`src/rtl/adder_share_arbiter.sv`:
```
// Purpose: round-robin arbiter/sequencer sharing one WIDTH-bit ripple adder among 4 requesters.
// Latency: grant on sampling edge 0, done pulses after edge SETTLE_CYCLES, next arbitration at SETTLE_CYCLES+2.
// Backpressure: level req is held by each requester until its done; losers simply wait their round-robin turn.
module adder_share_arbiter #(
  parameter int WIDTH         = 16,
  parameter int SETTLE_CYCLES = 2
) (
  input  logic               clk,
  input  logic               rst,
  input  logic [3:0]         req,
  input  logic [4*WIDTH-1:0] a_in,
  input  logic [4*WIDTH-1:0] b_in,
  input  logic [3:0]         cin_in,
  output logic [3:0]         grant,
  output logic               done,
  output logic [WIDTH-1:0]   result,
  output logic               cout,
  output logic               busy,
  output logic [WIDTH-1:0]   add_a,
  output logic [WIDTH-1:0]   add_b,
  output logic               add_cin,
  input  logic [WIDTH-1:0]   add_sum,
  input  logic               add_cout
);

  typedef enum logic [1:0] {
    IDLE  = 2'd0,
    DRIVE = 2'd1,
    DONE  = 2'd2
  } state_t;

  // Counter is loaded with SETTLE_CYCLES-1 so sampling lands exactly SETTLE_CYCLES edges after grant.
  localparam logic [3:0] CNT_INIT = 4'(SETTLE_CYCLES - 1);

  state_t           state, state_d;
  logic [1:0]       rr_ptr, rr_ptr_d;
  logic [3:0]       cnt, cnt_d;
  logic [3:0]       grant_d;
  logic             done_d;
  logic [WIDTH-1:0] result_d;
  logic             cout_d;
  logic             busy_d;
  logic [WIDTH-1:0] add_a_d;
  logic [WIDTH-1:0] add_b_d;
  logic             add_cin_d;

  logic [3:0]       req_rot;
  logic             win_vld;
  logic [1:0]       win_off;
  logic [1:0]       win_idx;

  // Rotate requests so bit 0 is the requester at rr_ptr, then take the first set bit.
  always_comb begin
    req_rot = '0;
    for (int i = 0; i < 4; i++) begin
      req_rot[i] = req[rr_ptr + 2'(i)];
    end
    win_vld = |req_rot;
    win_off = 2'd0;
    if (req_rot[0])      win_off = 2'd0;
    else if (req_rot[1]) win_off = 2'd1;
    else if (req_rot[2]) win_off = 2'd2;
    else if (req_rot[3]) win_off = 2'd3;
    win_idx = rr_ptr + win_off;
  end

  // Next-state and next-output logic; everything holds unless the current state says otherwise.
  always_comb begin
    state_d   = state;
    rr_ptr_d  = rr_ptr;
    cnt_d     = cnt;
    grant_d   = grant;
    done_d    = 1'b0;
    result_d  = result;
    cout_d    = cout;
    busy_d    = busy;
    add_a_d   = add_a;
    add_b_d   = add_b;
    add_cin_d = add_cin;
    case (state)
      IDLE: begin
        if (win_vld) begin
          grant_d   = 4'b0001 << win_idx;
          add_a_d   = a_in[win_idx*WIDTH +: WIDTH];
          add_b_d   = b_in[win_idx*WIDTH +: WIDTH];
          add_cin_d = cin_in[win_idx];
          cnt_d     = CNT_INIT;
          busy_d    = 1'b1;
          rr_ptr_d  = win_idx + 2'd1;
          state_d   = DRIVE;
        end
      end
      DRIVE: begin
        // Adder inputs stay frozen while the ripple chain settles.
        if (cnt != 4'd0) begin
          cnt_d = cnt - 4'd1;
        end else begin
          result_d = add_sum;
          cout_d   = add_cout;
          done_d   = 1'b1;
          state_d  = DONE;
        end
      end
      DONE: begin
        grant_d = '0;
        busy_d  = 1'b0;
        state_d = IDLE;
      end
      default: begin
        state_d = IDLE;
      end
    endcase
  end

  // State and registered outputs; reset aborts any operation in flight without a done pulse.
  always_ff @(posedge clk) begin
    if (rst) begin
      state   <= IDLE;
      rr_ptr  <= '0;
      cnt     <= '0;
      grant   <= '0;
      done    <= 1'b0;
      result  <= '0;
      cout    <= 1'b0;
      busy    <= 1'b0;
      add_a   <= '0;
      add_b   <= '0;
      add_cin <= 1'b0;
    end else begin
      state   <= state_d;
      rr_ptr  <= rr_ptr_d;
      cnt     <= cnt_d;
      grant   <= grant_d;
      done    <= done_d;
      result  <= result_d;
      cout    <= cout_d;
      busy    <= busy_d;
      add_a   <= add_a_d;
      add_b   <= add_b_d;
      add_cin <= add_cin_d;
    end
  end

endmodule

```
`config.mk`:
```
export PLATFORM = sky130hd
export DESIGN_NAME = adder_share_arbiter
export DESIGN_NICKNAME = d
export VERILOG_FILES = /design/src/rtl/adder_share_arbiter.sv
export SDC_FILE = /design/constraint.sdc
export NUM_CORES = 1
export LEC_CHECK = 0
export ABC_CLOCK_PERIOD_IN_PS = 2800
export BUFFER_PORTS_ARGS = -buffer_cell sky130_fd_sc_hd__buf_2
export CAP_MARGIN = 20
export CORE_MARGIN = 2
export CORE_UTILIZATION = 30
export CTS_CLUSTER_DIAMETER = 120
export DETAILED_ROUTE_END_ITERATION = 10
export GPL_ROUTABILITY_DRIVEN = 0
export GPL_TIMING_DRIVEN = 1
export HOLD_SLACK_MARGIN = 0.1
export PLACE_DENSITY = 0.66
export SYNTH_ARGS = -nofsm -noshare
export SYNTH_HDL_FRONTEND = slang
export SYNTH_SLANG_ARGS = --single-unit
```
`constraint.sdc`:
```
create_clock -name clk -period 2.8 [get_ports clk]
set_input_delay 0.56 -clock clk [delete_from_list [all_inputs] [get_ports clk]]
set_output_delay 0.56 -clock clk [all_outputs]
set_load 0.02 [all_outputs]
```
* Yosys cells after proc, flatten, opt, wreduce, memory -nomap -nowiden
Cells that the tools add are included.
** Word-level totals
- Register bits after elaboration :: 64
- Word-level logic and storage cells :: 68
- Output and inout port bits :: 56
- Input bits :: 155
** Operators by class
- Equality and inequality tests :: 5
- Bitwise gates (word level) :: 2
- Add/sub/neg operators :: 6
- Magnitude comparators :: 5
- Reduce and logical (&&, ||, !) cells :: 11
- Muxes and demuxes :: 25
- Shifts and indexed selects :: 3
** Operators with widths (count)
- $shiftx 64x7->16 :: 2
- $pmux 4 s2 :: 2
- $lt 2x3->1 const B :: 5
- $mux 2 :: 6
- $mux 4 :: 3
- $bmux 1 s2 :: 5
- $reduce_and 2->1 :: 4
- $mux 1 :: 7
- $ne 2x2->1 const B :: 3
- $add 2x1->2 const B :: 2
- $add 2x2->2 const B :: 2
- $pmux 2 s2 :: 1
- $reduce_bool 2->1 :: 2
- $reduce_bool 4->1 :: 1
- $reduce_or 4->1 :: 1
- $shl 1x2->4 const A :: 1
- $sub 4x1->4 const B :: 1
- $reduce_and 3->1 :: 1
- $add 2x2->2 :: 1
- $eq 2x1->1 const B :: 1
- $eq 2x2->1 const B :: 1
- $logic_not 2->1 :: 1
- $not 1->1 :: 2
- $pmux 1 s2 :: 1
- $reduce_or 2->1 :: 1

* Depth between registers and ports, before layout
- Depth after elaboration :: 11
- Depth in mapped cells :: 13
- Gate-level depth less buffers :: 10

* Worst setup path before layout
OpenSTA, ideal clock, no wires.
- Kind :: input to register
- From :: input req[2]
- To :: register grant[0]
- Required time :: 2.672 ns
- Path buffers :: 4
- Stages :: 13
- Slack :: -0.057 ns
- Data arrival time :: 2.729 ns
- Path through :: buf_2 inv_1 nor3_1 a211oi_1 a31oi_1 a211o_1 ha_1 clkbuf_1 clkbuf_1 clkbuf_1 nor2_1 a32oi_1 nor2_1
** On the way
- Longest elaborated chain between the ends :: 10
- Elaborated cells between the ends (all ways) :: 19
- Those cells by class :: add/sub: 1; eq/ne: 1; shift: 1; mux: 14; reduce/logical: 2
** Ends and longest elaborated chain
- start, declared :: RTL line 10 : input logic [3:0] req,
- $bmux 1 s2 :: RTL line 56 : req_rot[i] = req[rr_ptr + 2'(i)];
- $mux 1 (implied by the code) :: RTL line 56
- $mux 2 :: RTL line 63 : else if (req_rot[3]) win_off = 2'd3;
- $mux 2 :: RTL line 62 : else if (req_rot[2]) win_off = 2'd2;
- $mux 2 :: RTL line 61 : else if (req_rot[1]) win_off = 2'd1;
- $mux 2 :: RTL line 60 : if (req_rot[0]) win_off = 2'd0;
- $add 2x2->2 :: RTL line 64 : win_idx = rr_ptr + win_off;
- $shl 1x2->4 :: RTL line 83 : grant_d = 4'b0001 << win_idx;
- $mux 4 :: RTL line 82 : if (win_vld) begin
- $pmux 4 s2 :: RTL line 80 : case (state)
- end signal, assigned :: RTL line 133 : grant <= grant_d;
- end, declared :: RTL line 14 : output logic [3:0] grant,
Several ways; a longest one is shown, not always the timed one. The select of a mux whose other input is x is not followed.
A chain may end at the register's enable or synchronous reset.

* Final worst setup path
- From :: register rr_ptr[0]
- To :: register add_b[4]
** On the way
- Longest elaborated chain between the ends :: 9
- Elaborated cells between the ends (all ways) :: 19
- Those cells by class :: add/sub: 4; shift: 1; mux: 12; reduce/logical: 2
** Ends and longest elaborated chain
- start, declared :: RTL line 36 : logic [1:0] rr_ptr, rr_ptr_d;
- start signal, assigned :: RTL line 131 : rr_ptr <= rr_ptr_d;
- $add 2x2->2 :: RTL line 56
- $bmux 1 s2 :: RTL line 56
- $mux 1 (implied by the code) :: RTL line 56
- $mux 2 :: RTL line 63
- $mux 2 :: RTL line 62
- $mux 2 :: RTL line 61
- $mux 2 :: RTL line 60
- $add 2x2->2 :: RTL line 64
- $shiftx 64x7->16 :: RTL line 85 : add_b_d = b_in[win_idx*WIDTH +: WIDTH];
- end signal, assigned :: RTL line 127 : add_b <= '0;
- end signal, assigned :: RTL line 139 : add_b <= add_b_d;
- end, declared :: RTL line 20 : output logic [WIDTH-1:0] add_b,
Several ways; a longest one is shown, not always the timed one. The select of a mux whose other input is x is not followed.

==> results.md <==
- Status: finished, final reports clean
- CP startpoint kind: flip-flop
- Max-cap check violation count: 0
- Worst-Skew Late Latency: roughly 0.33 ns
- Min-delay src: add_a[12]
- Worst path arrival time: between 2 and 3 ns
- Crit path from: rr_ptr[0]
- Final min period: roughly 2.6 ns
- Final core utilization: 0.448
- Vias in the first global route: about 3900
- Cell total after placement: about 800
- Layout cells sized above 1: 0.448
- Global-route wire length before repair: approximately 19000 µm
- Worst-case reg-to-reg path depth: 12
- Avg Inst Size Synth: 8.88 µm²
- R2r setup slk: 0.18 ns
- Max Clock Skew: a little under 0.006 ns
- Clock sink total: between 60 and 70
- Hold buffers post-CTS: 0
- Final hold violations: 0
- Post-Syn Nets: between 500 and 600
- Yosys cell types: between 40 and 50
- Worst Hold Class: reg -> reg
- Seq. cell area: 1280 µm²
- Clk pwr share: 0.189
- Clk root buf: clkbuf_16
- Most common cell after layout, fill and taps aside: buf_2
- Antenna violations before repair: 0
- DP Area: roughly 5100 µm²
- Number of setup buffers added after CTS: 0
- Final Routed Wirelength: 12200 µm
- Reg-to-reg endpoint: add_b[4]
- # port buffers: between 200 and 250
- Clk pin slew, worst setup/hold paths: 0.06 ns
- DR DRC count: 0
- WS Path Type: reg -> reg
- Layout Area Growth over Synthesis: 44.8%
- Power Dens Cells: 1100 nW/µm²
- Largest net degree at the start of global routing: 52
- Net Sw Frac: 0.444
- Nets: 780
- DR iter-0 viols: between 200 and 300
- Sw Pwr: 2630 µW
- FF+latch count, synth: 64
- Clock Path Buffers: 2
- Hpwl dp: around 9000 µm
- Sequential share of the synthesized area: 0.344
- Setup slack after layout: roughly 0.18 ns
- Warnings from Yosys: 0
- Fin Hold WS: between 0.4 and 0.5 ns
- Die X: roughly 120 µm
- Htree depth: 3
- Max Fanout on Critical Path: 14
- Ant. Diodes: 0
- Max_slew headroom: 0.609
- Synth Cell Area: about 3700 µm²
- Crit. End Element: flip-flop
- Max Fclk: 382 MHz
- Max-slew violations: 0
- FILL cells: about 1200
- GRT overflow: 0
- Pre-CTS setup slack: -0.0663 ns
- CTS tree: built
- Post-route ant nets: 0
- Sequential share of power: 0.238
- Leakage: 0.00244 µW
- Die Ht: approximately 120 µm
- RSZ-0062 raised after global routing: no
- FP Rows: 40
- Final worst-path cycle share: 0.935
- Area of the multi-input gates: ~2200 µm²
- Die area: 13300 µm²
- WP data required: 3.00 ns
- Core box area: 12100 µm²
- Critical Path End: add_b[4]
- Drt first pass iters: 4
- Routed WL per cell: approximately 15 µm
- Starting density of the core: 0.309
- GRT Total Usage: 0.178
- Vias per cell: between 5 and 6
- I/O pin total: 211
- CTS Buf Count: 9
- Reg-to-reg startpoint: rr_ptr[0]
- Mapped Cells: 420
- DR vias: between 4000 and 5000
- Final count of negative-setup-slack endpoints: 0
- Internal: around 3300 µW
- Slew @ Worst Pin: approximately 0.57 ns
- Logic pwr share: 0.573
- Worst VDD drop: 670 µV
- Final cell count without fillers: 795
- Post-route cell area: 5400 µm²
- Most frequent cells in the layout: buf_2, nor2b_1, dfxtp_1
[state kept, by name (all words and copies together) (netlist names)]
name / flops
add_a: 16
add_b: 16
add_cin: 1
busy: 1
cnt: 4
cout: 1
done: 1
grant: 4
result: 16
rr_ptr: 2
state: 2
[routing by layer]
layer  vias up  GRT usage  wire [µm]
li1       1987          -          -
met1      1924      0.216       5170
met2       175      0.301       5950
met3        20     0.0471        870
met4         0     0.0659        255
met5         -          0          0
[worst min-delay path by stage]
stage | endpoint | slack [ns] | depth (start not counted)
final | add_a[12] | 0.45 | 2
after global routing | result[0] | 0.46 | 3
after CTS | result[9] | 0.45 | 3
after detailed placement | add_a[12] | 0.44 | 2
after global placement | add_a[9] | 0.44 | 2
after floorplan | cnt[0] | 0.46 | 1
[power groups by stage]
stage | sequential [µW] | clock (µW) | combinational [µW]
global placement | 1420 | 0 | 3340
CTS | 1410 | 1140 | 3410
detailed placement | 1420 | 0 | 3390
floorplan | 1750 | 0 | 1910
finish | 1410 | 1120 | 3390
global route | 1440 | 1180 | 3700
[cell type report]
class / instances / share of cell area
sequential: 64 / 0.237
inverter: 6 / 0.00417
clock inverter: 7 / 0.0132
multi-input combinational: 307 / 0.416
tap: 168 / 0.0389
clock buffer: 9 / 0.0417
timing repair buffer: 234 / 0.249
[worst max-delay path, stage by stage (launching register included)]
cell       delay, ns
dfxtp_1         0.32
inv_1           0.14
nor3_1          0.08
a211oi_1        0.24
a31oi_1         0.09
a211o_1         0.29
ha_4            0.17
xor2_1          0.13
buf_4           0.15
a21oi_4         0.04
buf_4           0.20
a2111oi_0       0.52
o31ai_1         0.11
[cell usage after synthesis (all sizes together)]
cell type | instances | area (µm²)
and2 | 1 | 6.26
o31ai | 34 | 309
o221a | 1 | 11.3
xnor2 | 2 | 17.5
mux2i | 17 | 170
a221oi | 33 | 289
nor4 | 3 | 25.0
a32oi | 2 | 17.5
nand3 | 5 | 30.0
nor2 | 32 | 123
nor3 | 6 | 46.3
inv | 6 | 22.5
nor2b | 67 | 422
a211oi | 3 | 22.5
ha | 3 | 37.5
a31oi | 2 | 12.5
o211ai | 2 | 15.0
o311ai | 1 | 8.76
xor2 | 2 | 17.5
nand2 | 38 | 143
dfxtp | 64 | 1280
o21a | 1 | 7.51
a211o | 1 | 8.76
buf | 20 | 116
o2111ai | 1 | 15.0
or3 | 1 | 6.26
a21oi | 4 | 35.0
or3b | 1 | 8.76
nor3b | 2 | 15.0
a21o | 2 | 15.0
clkbuf | 23 | 86.3
a2111oi | 33 | 339
nand3b | 1 | 7.51
o31a | 1 | 8.76
o21ai | 5 | 32.5
[through the flow]
step / TNS, ns / total power [µW]
floorplan: -0.476 / 3660
global placement: 0 / 4760
detailed placement: -0.0751 / 4820
CTS: 0 / 5950
global route: 0 / 6320
finish: 0 / 5920
[repair_timing]
| action | CTS | global route |
|---|---|---|
| hold endpoints to repair | 0 | 0 |
| setup endpoints to repair | 0 | 1 |
| gates resized for setup | 0 | 1 |
[cells by family after synthesis]
logic type | count (synthesis) | share of synthesized area
AOI/OAI and AO/OA | 126 | 0.308
xor gates and xnor gates | 4 | 0.00940
adders and majority gates | 3 | 0.0101
buffers and inverters | 49 | 0.0604
DFF | 64 | 0.344
muxes | 17 | 0.0456
and+or+nand+nor | 157 | 0.223
Power figures use the tool's default switching activity.
